===== src/rtl/uart_block_rx.sv =====
// 8N1 UART receiver that assembles BYTES consecutive bytes into one block.
// A frame error drops the partial block; a long idle gap silently drops it.
module uart_block_rx #(
    parameter int CLKS_PER_BIT = 87,
    parameter int BYTES        = 16,
    parameter int TIMEOUT_BITS = 32
) (
    input  logic               clk,
    input  logic               rst_n,
    input  logic               uart_rx,
    output logic [8*BYTES-1:0] o_block,
    output logic               o_valid,
    output logic               o_frame_err,
    output logic               o_busy
);

    localparam int CW        = $clog2(CLKS_PER_BIT);
    localparam int BW        = $clog2(BYTES + 1);
    localparam int TO_CYCLES = TIMEOUT_BITS * CLKS_PER_BIT;
    localparam int IW        = $clog2(TO_CYCLES + 1);

    localparam logic [CW-1:0] HALF_LAST = CW'(CLKS_PER_BIT / 2 - 1);
    localparam logic [CW-1:0] BIT_LAST  = CW'(CLKS_PER_BIT - 1);
    localparam logic [BW-1:0] BYTE_LAST = BW'(BYTES - 1);
    localparam logic [IW-1:0] IDLE_LAST = IW'(TO_CYCLES - 1);

    localparam logic [2:0] ST_IDLE      = 3'd0;
    localparam logic [2:0] ST_START     = 3'd1;
    localparam logic [2:0] ST_DATA      = 3'd2;
    localparam logic [2:0] ST_STOP      = 3'd3;
    localparam logic [2:0] ST_WAIT_HIGH = 3'd4;

    logic               sync1_r, sync2_r, rx_prev_r;
    logic               rx_s, start_edge_s;
    logic [2:0]         state_r, state_nxt_s;
    logic [CW-1:0]      clk_cnt_r, clk_cnt_nxt_s;
    logic [2:0]         bit_cnt_r, bit_cnt_nxt_s;
    logic [7:0]         shift_r, shift_nxt_s;
    logic [BW-1:0]      byte_cnt_r, byte_cnt_nxt_s;
    logic [IW-1:0]      idle_cnt_r, idle_cnt_nxt_s;
    logic [8*BYTES-1:0] buf_r, buf_nxt_s, buf_shift_s;
    logic [8*BYTES-1:0] block_nxt_s;
    logic               valid_nxt_s, ferr_nxt_s, busy_nxt_s;

    assign rx_s         = sync2_r;
    assign start_edge_s = rx_prev_r & ~rx_s;
    assign buf_shift_s  = {buf_r[8*BYTES-9:0], shift_r};

    // Next-state logic for the receive FSM, counters and block buffer.
    always_comb begin
        state_nxt_s    = state_r;
        clk_cnt_nxt_s  = clk_cnt_r;
        bit_cnt_nxt_s  = bit_cnt_r;
        shift_nxt_s    = shift_r;
        byte_cnt_nxt_s = byte_cnt_r;
        idle_cnt_nxt_s = idle_cnt_r;
        buf_nxt_s      = buf_r;
        block_nxt_s    = o_block;
        valid_nxt_s    = 1'b0;
        ferr_nxt_s     = 1'b0;
        case (state_r)
            ST_IDLE: begin
                // A start edge beats a timeout landing on the same cycle.
                if (start_edge_s) begin
                    state_nxt_s    = ST_START;
                    clk_cnt_nxt_s  = {CW{1'b0}};
                    bit_cnt_nxt_s  = 3'd0;
                    idle_cnt_nxt_s = {IW{1'b0}};
                end else if (byte_cnt_r != {BW{1'b0}}) begin
                    if (idle_cnt_r == IDLE_LAST) begin
                        byte_cnt_nxt_s = {BW{1'b0}};
                        idle_cnt_nxt_s = {IW{1'b0}};
                    end else begin
                        idle_cnt_nxt_s = idle_cnt_r + 1'b1;
                    end
                end else begin
                    idle_cnt_nxt_s = {IW{1'b0}};
                end
            end
            ST_START: begin
                if (clk_cnt_r == HALF_LAST) begin
                    clk_cnt_nxt_s = {CW{1'b0}};
                    state_nxt_s   = rx_s ? ST_IDLE : ST_DATA;
                end else begin
                    clk_cnt_nxt_s = clk_cnt_r + 1'b1;
                end
            end
            ST_DATA: begin
                if (clk_cnt_r == BIT_LAST) begin
                    clk_cnt_nxt_s = {CW{1'b0}};
                    shift_nxt_s   = {rx_s, shift_r[7:1]};
                    bit_cnt_nxt_s = bit_cnt_r + 1'b1;
                    if (bit_cnt_r == 3'd7) begin
                        state_nxt_s = ST_STOP;
                    end else begin
                        state_nxt_s = ST_DATA;
                    end
                end else begin
                    clk_cnt_nxt_s = clk_cnt_r + 1'b1;
                end
            end
            ST_STOP: begin
                if (clk_cnt_r == BIT_LAST) begin
                    clk_cnt_nxt_s = {CW{1'b0}};
                    if (rx_s) begin
                        buf_nxt_s   = buf_shift_s;
                        state_nxt_s = ST_IDLE;
                        if (byte_cnt_r == BYTE_LAST) begin
                            block_nxt_s    = buf_shift_s;
                            valid_nxt_s    = 1'b1;
                            byte_cnt_nxt_s = {BW{1'b0}};
                        end else begin
                            byte_cnt_nxt_s = byte_cnt_r + 1'b1;
                        end
                    end else begin
                        ferr_nxt_s     = 1'b1;
                        byte_cnt_nxt_s = {BW{1'b0}};
                        state_nxt_s    = ST_WAIT_HIGH;
                    end
                end else begin
                    clk_cnt_nxt_s = clk_cnt_r + 1'b1;
                end
            end
            ST_WAIT_HIGH: begin
                if (rx_s) begin
                    state_nxt_s = ST_IDLE;
                end else begin
                    state_nxt_s = ST_WAIT_HIGH;
                end
            end
            default: begin
                state_nxt_s    = ST_IDLE;
                byte_cnt_nxt_s = {BW{1'b0}};
            end
        endcase
        busy_nxt_s = (state_nxt_s != ST_IDLE) || (byte_cnt_nxt_s != {BW{1'b0}});
    end

    // Input synchroniser, edge-detect history and all registered state/outputs.
    always_ff @(posedge clk or negedge rst_n) begin
        if (!rst_n) begin
            sync1_r     <= 1'b1;
            sync2_r     <= 1'b1;
            rx_prev_r   <= 1'b1;
            state_r     <= ST_IDLE;
            clk_cnt_r   <= {CW{1'b0}};
            bit_cnt_r   <= 3'd0;
            shift_r     <= 8'h00;
            byte_cnt_r  <= {BW{1'b0}};
            idle_cnt_r  <= {IW{1'b0}};
            buf_r       <= {(8*BYTES){1'b0}};
            o_block     <= {(8*BYTES){1'b0}};
            o_valid     <= 1'b0;
            o_frame_err <= 1'b0;
            o_busy      <= 1'b0;
        end else begin
            sync1_r     <= uart_rx;
            sync2_r     <= sync1_r;
            rx_prev_r   <= rx_s;
            state_r     <= state_nxt_s;
            clk_cnt_r   <= clk_cnt_nxt_s;
            bit_cnt_r   <= bit_cnt_nxt_s;
            shift_r     <= shift_nxt_s;
            byte_cnt_r  <= byte_cnt_nxt_s;
            idle_cnt_r  <= idle_cnt_nxt_s;
            buf_r       <= buf_nxt_s;
            o_block     <= block_nxt_s;
            o_valid     <= valid_nxt_s;
            o_frame_err <= ferr_nxt_s;
            o_busy      <= busy_nxt_s;
        end
    end

endmodule


===== config.mk =====
export PLATFORM = sky130hd
export DESIGN_NAME = uart_block_rx
export DESIGN_NICKNAME = d
export VERILOG_FILES = /design/src/rtl/uart_block_rx.sv
export SDC_FILE = /design/constraint.sdc
export NUM_CORES = 1
export LEC_CHECK = 0
export ABC_AREA = 1
export BUFFER_PORTS_ARGS = -buffer_cell sky130_fd_sc_hd__buf_4
export CORE_UTILIZATION = 50
export CTS_CLUSTER_DIAMETER = 200
export CTS_CLUSTER_SIZE = 30
export DETAILED_ROUTE_END_ITERATION = 6
export PLACE_DENSITY = 0.68
export SLEW_MARGIN = 20
export SYNTH_ARGS = -nofsm -noshare
export SYNTH_HDL_FRONTEND = slang
export SYNTH_SLANG_ARGS = --single-unit

===== constraint.sdc =====
create_clock -name clk -period 2.13 [get_ports clk]
set_input_delay 0.426 -clock clk [delete_from_list [all_inputs] [get_ports clk]]
set_output_delay 0.426 -clock clk [all_outputs]
set_load 0.05 [all_outputs]

**After elaboration in Yosys (flattened, before gate mapping)**

Index checks and enable logic that the tools add are counted.

- Add/subtract/negate cells: 4
- Equal/unequal tests: 11
- Muxes and demuxes: 32
- Bitwise operators: 2
- Reductions and logical operators: 14

Operator list:

| kind | count |
|---|---|
| $mux W12 | 3 |
| $mux W5 | 6 |
| $mux W3 | 7 |
| $mux W7 | 3 |
| $pmux W7 S3 | 1 |
| $pmux W3 S5 | 1 |
| $pmux W5 S3 | 1 |
| $add A12 B1 Y12 const B | 1 |
| $eq A12 B12 Y1 const B | 1 |
| $reduce_bool A5 Y1 | 2 |
| $mux W1 | 8 |
| $add A7 B1 Y7 const B | 1 |
| $eq A7 B6 Y1 const B | 1 |
| $eq A7 B7 Y1 const B | 1 |
| $eq A3 B2 Y1 const B | 2 |
| $eq A3 B3 Y1 const B | 2 |
| $pmux W3 S2 | 1 |
| $reduce_and A3 Y1 | 2 |
| $reduce_bool A3 Y1 | 2 |
| $add A5 B1 Y5 const B | 1 |
| $eq A5 B4 Y1 const B | 1 |
| $ne A2 B2 Y1 const B | 2 |
| $reduce_and A2 Y1 | 2 |
| $reduce_and A4 Y1 | 1 |
| 10 further kinds | 10 |

- Register bits: 292
- Bits of input ports: 3
- Output and inout bits: 131
- Word-level logic and storage cells: 77

**Longest topological paths before layout**

Gate-level depths: netlist (run 1).

- Depth after elaboration: 7
- Depth in mapped cells: 13
- Gate-level depth less buffers: 13

**Least setup slack after synthesis (run 1)**

No wires, ideal clock.

- Path kind: reg-to-reg
- Start point: register clk_cnt_r[0]
- End point: register o_block[33]
- Library setup time: 120 ps
- Arrival: 1648 ps
- Required time: 2010 ps
- Path slack: 362 ps
- Stages on the path, launching flop included: 12
- Clock period less this slack: 1768 ps
- Cell sequence: dfrtp_1 inv_1 ha_1 nand3_1 nor2_4 nand2_4 nor2_8 inv_4 buf_6 buf_2 nand2_1 o21ai_2

- Cells in the longest elaborated chain, start to end: 2

RTL lines:

| item | line | text |
|---|---|---|
| start, declared | 36 | `logic [CW-1:0] clk_cnt_r, clk_cnt_nxt_s;` |
| start signal, assigned | 146 | `clk_cnt_r <= {CW{1'b0}};` |
| start signal, assigned | 161 | `clk_cnt_r <= clk_cnt_nxt_s;` |
| $eq A7 B7 Y1 | 103 | `if (clk_cnt_r == BIT_LAST) begin` |
| $reduce_and A4 Y1 (no line) | n/a |  |
| end signal, assigned | 152 | `o_block <= {(8*BYTES){1'b0}};` |
| end signal, assigned | 167 | `o_block <= block_nxt_s;` |
| end, declared | 11 | `output logic [8*BYTES-1:0] o_block,` |

No other way between the ends.
A chain may end at the register's enable or synchronous reset.

**Final worst setup path (run 1)**

- Start point: register clk_cnt_r[0]
- End point: register o_block[103]

The elaborated chain is that of the path after synthesis.

==> results of run 1 <==
[metal layers]
| layer | GRT usage | wire length [um] | share of wire |
|---|---|---|---|
| met5 | 0 | 0 | 0 |
| met4 | 0.0378 | 371 | 0.016 |
| met3 | 0.0202 | 730 | 0.031 |
| met2 | 0.331 | 11100 | 0.47 |
| met1 | 0.290 | 11200 | 0.48 |
[per-stage QoR]
step / worst slack (ps) / cell area (sq um) / utilization / total power [mW] / hold WS (ps)
6_report: 204 / 13700 / 0.582 / 9.04 / 35.7
5_1_grt: 31.1 / 13700 / 0.582 / 9.42 / 17.4
4_1_cts: 108 / 13600 / 0.581 / 9.14 / 15.8
3_5_place_dp: 147 / 13300 / 0.566 / 6.35 / 354
3_3_place_gp: 215 / 13300 / 0.566 / 6.33 / 346
2_1_floorplan: 362 / 12000 / - / 6.09 / 130
[area by class of cell]
type / count / share of cell area
clock buffer: 16 / 0.0246
tap: 319 / 0.0292
inverter: 165 / 0.0459
multi-input combinational: 718 / 0.267
clock inverter: 1 / 0.000641
timing repair buffer: 159 / 0.0981
sequential: 292 / 0.535
[synth_stat cells]
| library cell | number | area share |
|---|---|---|
| nand2_1 | 348 | 0.11 |
| dfrtp_1 | 289 | 0.60 |
| inv_1 | 161 | 0.051 |
| o21ai_0 | 152 | 0.064 |
| o21ai_2 | 100 | 0.073 |
| nor2_1 | 31 | 0.0097 |
| nand3_1 | 25 | 0.010 |
| buf_6 | 24 | 0.023 |
| clkbuf_1 | 23 | 0.0072 |
| o21ai_1 | 13 | 0.0054 |
| a21oi_1 | 9 | 0.0038 |
| buf_2 | 8 | 0.0033 |
| ha_1 | 7 | 0.0073 |
| nor3_1 | 7 | 0.0029 |
| xor2_1 | 6 | 0.0044 |
| nand4_1 | 5 | 0.0026 |
| o22ai_1 | 4 | 0.0021 |
| dfstp_2 | 3 | 0.0066 |
| inv_2 | 3 | 0.00094 |
| nor2_4 | 2 | 0.0019 |
| a21boi_0 | 1 | 0.00063 |
| a31oi_1 | 1 | 0.00052 |
| and3_1 | 1 | 0.00052 |
| inv_4 | 1 | 0.00052 |
| nand2_4 | 1 | 0.00094 |
| nand3_2 | 1 | 0.00084 |
| nor2_2 | 1 | 0.00052 |
| nor2_8 | 1 | 0.0017 |
| nor4_1 | 1 | 0.00052 |
| o21a_1 | 1 | 0.00063 |
[worst max path at each step]
stage | endpoint | cells after the start | start
after floorplan | o_block[33]$_DFFE_PN0P_ | 11 | clk_cnt_r[0]$_DFFE_PN0P_
after global placement | o_block[45]$_DFFE_PN0P_ | 10 | clk_cnt_r[0]$_DFFE_PN0P_
after detailed placement | o_block[103]$_DFFE_PN0P_ | 10 | clk_cnt_r[0]$_DFFE_PN0P_
after CTS | o_block[103]$_DFFE_PN0P_ | 10 | clk_cnt_r[0]$_DFFE_PN0P_
after global routing | o_busy$_DFF_PN0_ | 13 | clk_cnt_r[0]$_DFFE_PN0P_
final | o_block[103]$_DFFE_PN0P_ | 10 | clk_cnt_r[0]$_DFFE_PN0P_
[logic make-up after synthesis]
family                     Yosys count  synth area share
DFF                                292             0.611
xor gates and xnor gates             6           0.00439
AOI/OAI and AO/OA                  281             0.150
and+or+nand+nor                    424             0.142
buffers and inverters              220            0.0852
adders and majority gates            7           0.00732
[state kept, by name, summed over array words and instances (netlist names)]
name         cells
bit_cnt_r        3
buf_r          120
byte_cnt_r       5
clk_cnt_r        7
idle_cnt_r      12
o_block        128
o_busy           1
o_frame_err      1
o_valid          1
rx_prev_r        1
rx_s             1
shift_r          8
state_r          3
sync1_r          1
[power groups by stage]
| stage | clock [mW] | sequential, mW | combinational (mW) |
|---|---|---|---|
| after floorplan | 0 | 5.80 | 0.295 |
| after global placement | 0 | 5.79 | 0.537 |
| after detailed placement | 0 | 5.80 | 0.548 |
| after CTS | 2.90 | 5.69 | 0.550 |
| after global routing | 3.07 | 5.70 | 0.654 |
| final | 2.79 | 5.69 | 0.559 |
[critical path: stages (launching register included)]
cell and delay (ps):
dfrtp_1 420, inv_1 80, ha_1 190, nand3_1 130
nor2_4 200, nand2_8 110, nor2_8 130, inv_8 150
buf_12 230, nand2_1 100, o21ai_2 50
[repair_timing]
| item | 4_1_cts | 5_1_grt |
|---|---|---|
| buffers inserted | 0 | 3 |
| resized for setup | 0 | 3 |
| hold buffers | 1 | 0 |
| setup endpoints to repair | 0 | 75 |
| endpoints found under the hold margin | 43 | 0 |
==> flow_summary.toml, run 1 <==
[clocking]
cts_tree = "done"
clkSinkCount = 292
cts_made_buffers = 13
htreeDepth = 1
root_buffer = "clkbuf_16"
clk_latency_ps = 490
clkTransAtPathRegs_ps = 120
cts_max_path_buffers = 3

[pwr]
p_int_mw = 6.94
comb_power_share = 0.062
p_switching_mw = 2.10
p_per_area_mw_per_mm2 = 662
p_clk_frac = 0.309
seqPwrFrac = 0.629
ir_drop_mv = 0.514
p_sw_frac = 0.233
p_leak_nw = 6.48

[place]
post-dp-hpwl_mm = 16.5
io_buffers = 133
dpl.cell_count = 1649
place_congestion = 0.830

[finish]
final_cell_mix = "nand2_1 (347), dfrtp_1 (289), inv_1 (161), o21ai_0 (151), buf_4 (146)"
seqCellArea_sq_mm = 0.00731
drive_gt1_frac = 0.212
final_common_cell = "nand2_1"
multiInputGateArea_sq_mm = 0.00364
fin_cells = 1670
fillers = 2074
nNetsFinal = 1359
diodes = 0
area_growth_pct = 14.3

[routing]
drt_iter0_markers = 483
vias = 8156
ant_nets = 0
viasPerCell = 4.88
firstDrtPassIters = 6
drc = 0
wl_per_cell_um = 14.0
routed_wl_mm = 23.4

[yosys]
syn-num-nets = 1240
ys_ff_latch = 292
ys_seq_area_frac = 0.611
mappedNetlistArea_sq_mm = 0.0120
ys_warn_count = 0
synth_area_per_cell_sq_um = 9.72
post_synth_num_cell_types = 30
syn_inst = 1230

[global_route]
grt_usage = 0.201
first_global_vias = 7777
grt-ovfl-total = 0
antenna_found_initial = 0
grt_max_degree = 145
grt_pass1_wl_mm = 39.5

[floorplanning]
rows = 56
io_pins = 134
die_y_um = 157
initial_core_util = 0.509
die_area_sq_mm = 0.0245
core_area_sq_mm = 0.0235
die_x_um = 157

[timing]
drv_slew = 0
fin_crit_ps = 1930
tightest_slew_ps = 514
setup-tns-final_ps = 0
rsz0062_at_grt = "no"
fin_skew_ps = 24.5
setup_viol = 0
hold_violations = 0
max-slew-margin-rel = 0.658
finalCritPeriodShare = 0.904
clock.fmax_mhz = 519

[critical_path]
r2r_setup_slack_ps = 200
reg2reg_depth = 10
reg2reg_from = "clk_cnt_r[0]$_DFFE_PN0P_"
critPathRequiredTime_ps = 2510
path_class = "reg2reg"
crit_path_end_kind = "register"
r2r_end = "o_block[103]$_DFFE_PN0P_"
cp_max_fo = 55
start_kind = "register"
cp.arrival_ps = 2300

[run_status]
outcome = "finished, final reports clean"

[min_path]
hold_depth = 1
worstHoldPathType = "in2reg"
min_to = "sync1_r$_DFF_PN1_"
min-delay-start = "uart_rx"

[job]
max_cap_viol_count = 0
(Power assumes the default switching activity.)
==> run 2, diff against run 1 <==
==> constraint.sdc (replaced) <==
create_clock -name clk -period 2.13 [get_ports clk]
set_input_delay 0.1065 -clock clk [delete_from_list [all_inputs] [get_ports clk]]
set_output_delay 0.1065 -clock clk [all_outputs]
set_load 0.05 [all_outputs]
==> flow_summary.toml, run 2 (synthesis gave the netlist of run 1 again) <==
[timing]
clock.fmax_mhz = 519
setup_ws_ps = 205
fin_skew_ps = 20.9
hold_violations = 0
finalCritPeriodShare = 0.904
setup_viol = 0
fin_crit_ps = 1930
setup-tns-final_ps = 0
drv_slew = 0
rsz0062_at_grt = "no"
max-slew-margin-rel = 0.621
tightest_slew_ps = 569

[global_route]
first_global_vias = 7788
grt_usage = 0.200
grt_max_degree = 74
antenna_found_initial = 0
grt_pass1_wl_mm = 39.4
grt-ovfl-total = 0

[min_path]
worstHoldPathType = "in2async"

[clocking]
htreeDepth = 1
cts_setup_buffers = 0
root_buffer = "clkbuf_16"
clkSinkCount = 292
cts_made_buffers = 13
cts_tree = "done"
clk_latency_ps = 490
clkTransAtPathRegs_ps = 110
cts_max_path_buffers = 3

[finish]
fin_cells = 1669
largest_reg_flops = 128
top_regs = "o_block x128, buf_r x120, idle_cnt_r x12"
area_growth_pct = 14.3
final_util = 0.582
drive_gt1_frac = 0.210
diodes = 0
nNetsFinal = 1358
fillers = 2103
final_common_cell = "nand2_1"
final_cell_mix = "nand2_1 (348), dfrtp_1 (289), inv_1 (161), o21ai_0 (152), buf_4 (143)"
largest-register = "o_block"

[floorplanning]
die_area_sq_mm = 0.0245
die_y_um = 157
rows = 56
initial_core_util = 0.509
core_area_sq_mm = 0.0235
io_pins = 134
die_x_um = 157

[job]
max_cap_viol_count = 0

[critical_path]
cp.arrival_ps = 2290
r2r_end = "o_block[47]$_DFFE_PN0P_"
critPathRequiredTime_ps = 2490
reg2reg_from = "byte_cnt_r[1]$_DFF_PN0_"
start_kind = "register"
crit_path_end_kind = "register"
path_class = "reg2reg"
reg2reg_depth = 9
cp_max_fo = 56
r2r_setup_slack_ps = 200

[routing]
drt_iter0_markers = 571
viasPerCell = 4.87
ant_nets = 0
routed_wl_mm = 23.4
firstDrtPassIters = 6
vias = 8127
drc = 0
wl_per_cell_um = 14.0

[place]
place_congestion = 0.803
dpl.cell_count = 1650
io_buffers = 133
preCtsSetupSlack_ps = 236
post-dp-hpwl_mm = 16.5

[run_status]
outcome = "finished, final reports clean"

[pwr]
p_leak_nw = 6.48
p_per_area_mw_per_mm2 = 658
ir_drop_mv = 0.477
-- run 2: cell count changes in the layout (fill, tap and decap cells not counted), sizes merged --
cell,previous run,this run
dlygate4sd3,1,2
buf,158,156
-- run 2: timing repair --
action | 4_1_cts | 5_1_grt
endpoints found under the hold margin | 62 | 0
hold buffers | 2 | 0
resized for setup | 0 | 0
-- run 2: how the worst max path moves through the flow --
stage                                   startpoint                      end  slack, ps  depth (start not counted)
after floorplan           clk_cnt_r[0]$_DFFE_PN0P_  o_block[33]$_DFFE_PN0P_        360                         11
after global placement    clk_cnt_r[0]$_DFFE_PN0P_         o_busy$_DFF_PN0_        280                         13
after detailed placement  clk_cnt_r[0]$_DFFE_PN0P_  o_block[47]$_DFFE_PN0P_        240                         10
after CTS                 clk_cnt_r[0]$_DFFE_PN0P_  o_block[47]$_DFFE_PN0P_        190                         10
after global routing      clk_cnt_r[0]$_DFFE_PN0P_         o_busy$_DFF_PN0_          9                         13
final                      byte_cnt_r[1]$_DFF_PN0_  o_block[47]$_DFFE_PN0P_        200                          9
-- run 2: area by class of cell --
| class | instances | area, sq um | share of cell area |
|---|---|---|---|
| timing repair buffer | 158 | 1350 | 0.0987 |
| tap | 319 | 399 | 0.0292 |
| multi-input combinational | 718 | 3640 | 0.266 |
| inverter | 165 | 627 | 0.0459 |
| sequential | 292 | 7310 | 0.535 |
| clock buffer | 16 | 337 | 0.0246 |
| clock inverter | 1 | 8.76 | 0.000641 |
-- run 2: metrics by stage --
step           power [mW]  hold WS, ps  cell area (sq um)
5_1_grt              9.36          214              13700
4_1_cts              9.13          188              13700
3_5_place_dp         6.35          123              13300
6_report             8.99          179              13700
3_3_place_gp         6.33          122              13300
2_1_floorplan        6.09         -189              12000
-- run 2: power by group --
group	internal, mW	leakage (nW)	total, mW	switching (mW)
Combinational	0.170	2.26	0.543	0.372
Sequential	5.62	4.05	5.69	0.0760
Clock	1.14	0.168	2.76	1.62
Total	6.93	6.48	8.99	2.06
-- run 2: metal layers --
layer  track usage  part of all wire  wire, um
met4        0.0341             0.015       349
met2         0.334              0.47     11100
met3        0.0230             0.038       882
met5             0                 0         0
met1         0.287              0.47     11100
-- run 2: critical path, cell delays in order (launching register included) --
cell	delay (ps)
dfrtp_1	430
ha_1	190
nand2_1	80
nor3_1	210
inv_1	160
nor2_8	170
inv_8	130
buf_12	230
nand2_1	80
o21ai_0	80
==> run 3, diff against run 2 <==
--- a/config.mk
+++ b/config.mk
@@ -11,7 +11,7 @@
 export CTS_CLUSTER_DIAMETER = 200
 export CTS_CLUSTER_SIZE = 30
 export DETAILED_ROUTE_END_ITERATION = 6
-export PLACE_DENSITY = 0.68
+export PLACE_DENSITY = 0.71
 export SLEW_MARGIN = 20
 export SYNTH_ARGS = -nofsm -noshare
 export SYNTH_HDL_FRONTEND = slang
==> constraint.sdc (replaced) <==
create_clock -name clk -period 1.6 [get_ports clk]
set_input_delay 0.08 -clock clk [delete_from_list [all_inputs] [get_ports clk]]
set_output_delay 0.08 -clock clk [all_outputs]
set_load 0.05 [all_outputs]
==> flow_summary.toml, run 3 (synthesis gave the netlist of run 1 again) <==
[run_status]
outcome = "finished with violations"
failed_checks = "setup timing"

[floorplanning]
rows = 56
initial_core_util = 0.509
die_y_um = 157
io_pins = 134
core_area_sq_mm = 0.0235
die_area_sq_mm = 0.0245
die_x_um = 157

[timing]
max-slew-margin-rel = 0.691
rsz0062_at_grt = "yes"
clock.fmax_mhz = 586
fin_skew_ps = 24.2
finalCritPeriodShare = 1.07
tightest_slew_ps = 464
setup_viol = 167
setup-tns-final_ps = -8980
fin_crit_ps = 1710
drv_slew = 0
setup_ws_ps = -106
hold_violations = 0

[finish]
area_growth_pct = 25.0
drive_gt1_frac = 0.307
nNetsFinal = 1439
top_regs = "o_block x128, buf_r x120, idle_cnt_r x12"
largest-register = "o_block"
diodes = 0
largest_reg_flops = 128
fin_cells = 1750
final_area_sq_mm = 0.0150
final_common_cell = "nand2_1"
final_cell_mix = "nand2_1 (306), dfrtp_1 (288), buf_4 (198), inv_1 (155), o21ai_2 (107)"

[clocking]
cts_max_path_buffers = 3
root_buffer = "clkbuf_16"
htreeDepth = 1
clkSinkCount = 292
clkTransAtPathRegs_ps = 110
clk_latency_ps = 490
cts_made_buffers = 13
cts_tree = "done"

[pwr]
ir_drop_mv = 0.636
p_leak_nw = 7.05
p_per_area_mw_per_mm2 = 831

[global_route]
antenna_found_initial = 0
grt-ovfl-total = 0
grt_max_degree = 67
grt_usage = 0.210
grt_pass1_wl_mm = 41.1
first_global_vias = 8156

[job]
max_cap_viol_count = 0

[critical_path]
r2r_setup_slack_ps = -110
cp_max_fo = 10
path_class = "reg2reg"
critPathRequiredTime_ps = 1990
cp.arrival_ps = 2090
start_kind = "register"
crit_path_end_kind = "register"

[routing]
wl_per_cell_um = 15.2
vias = 8764
firstDrtPassIters = 5
routed_wl_mm = 26.6
drt_iter0_markers = 545
ant_nets = 0
drc = 0
viasPerCell = 5.01

[place]
post-dp-hpwl_mm = 16.9
dpl.cell_count = 1697
placed_area_sq_mm = 0.0137
place_congestion = 0.876
io_buffers = 133
preCtsSetupSlack_ps = -163

[min_path]
worstHoldPathType = "in2async"
-- run 3: cell types whose count changed in the layout (fill, tap and decap cells not counted), moves of 10 or more --
cell	before	now
o21ai_1	13	57
buf_4	143	198
nand2_4	0	10
nand2_1	348	306
nand2_2	0	33
o21ai_0	152	101
-- run 3: power by group --
part           switching [mW]  leakage (nW)  internal, mW
Sequential             0.0879          4.05          7.48
Clock                    2.23         0.168          1.52
Combinational           0.645          2.83         0.466
-- run 3: per-layer routing --
layer	wire, um	track usage
met1	12100	0.299
met2	13100	0.349
met3	819	0.0197
met4	521	0.0472
met5	0	0
-- run 3: final timing paths --
path	startpoint	to	cells after the start
max	clk_cnt_r[0]$_DFFE_PN0P_	o_block[25]$_DFFE_PN0P_	11
min	rst_n	buf_r[54]$_DFFE_PN0P_	2
max reg2reg	clk_cnt_r[0]$_DFFE_PN0P_	o_block[25]$_DFFE_PN0P_	11
min reg2reg	sync1_r$_DFF_PN1_	rx_s$_DFF_PN1_	0
max in group asynchronous	rst_n	buf_r[93]$_DFFE_PN0P_	3
min in group clk	uart_rx	sync1_r$_DFF_PN1_	2
-- run 3: final cells by class --
type	count	area (sq um)
Sequential cell	292	7310
Fill cell	1832	8520
Multi-Input combinational cell	720	3970
Timing Repair Buffer	236	2270
Timing Repair inverter	1	20.0
Inverter	165	632
Tap cell	319	399
Clock buffer	16	337
Clock inverter	1	8.76
-- run 3: through the flow --
stage          hold slack, ps  power [mW]   util
6_report                 81.8        12.4  0.637
5_1_grt                   104        12.9  0.637
4_1_cts                   100        12.4  0.615
3_5_place_dp             19.6        8.67  0.584
3_3_place_gp             11.1        8.64  0.584
2_1_floorplan            -216        8.12      -
-- run 3: timing repair --
action | in CTS | in global routing
hold buffers | 2 | 0
gates resized for setup | 55 | 104
gates cloned | 7 | 10
endpoints found under the hold margin | 292 | 0
endpoints found under the setup margin | 217 | 278
pin swaps | 7 | 12
buffers inserted | 10 | 7
-- run 3: worst max-delay path: stages, from the launching register on --
cell       delay, ps
dfrtp_1          400
inv_2             80
ha_4             160
nand3_4           70
nor2_4           170
nand2_8          100
nor2_8           150
buf_12           140
inv_16            60
clkbuf_16        160
nand2_2           60
o21ai_2           50
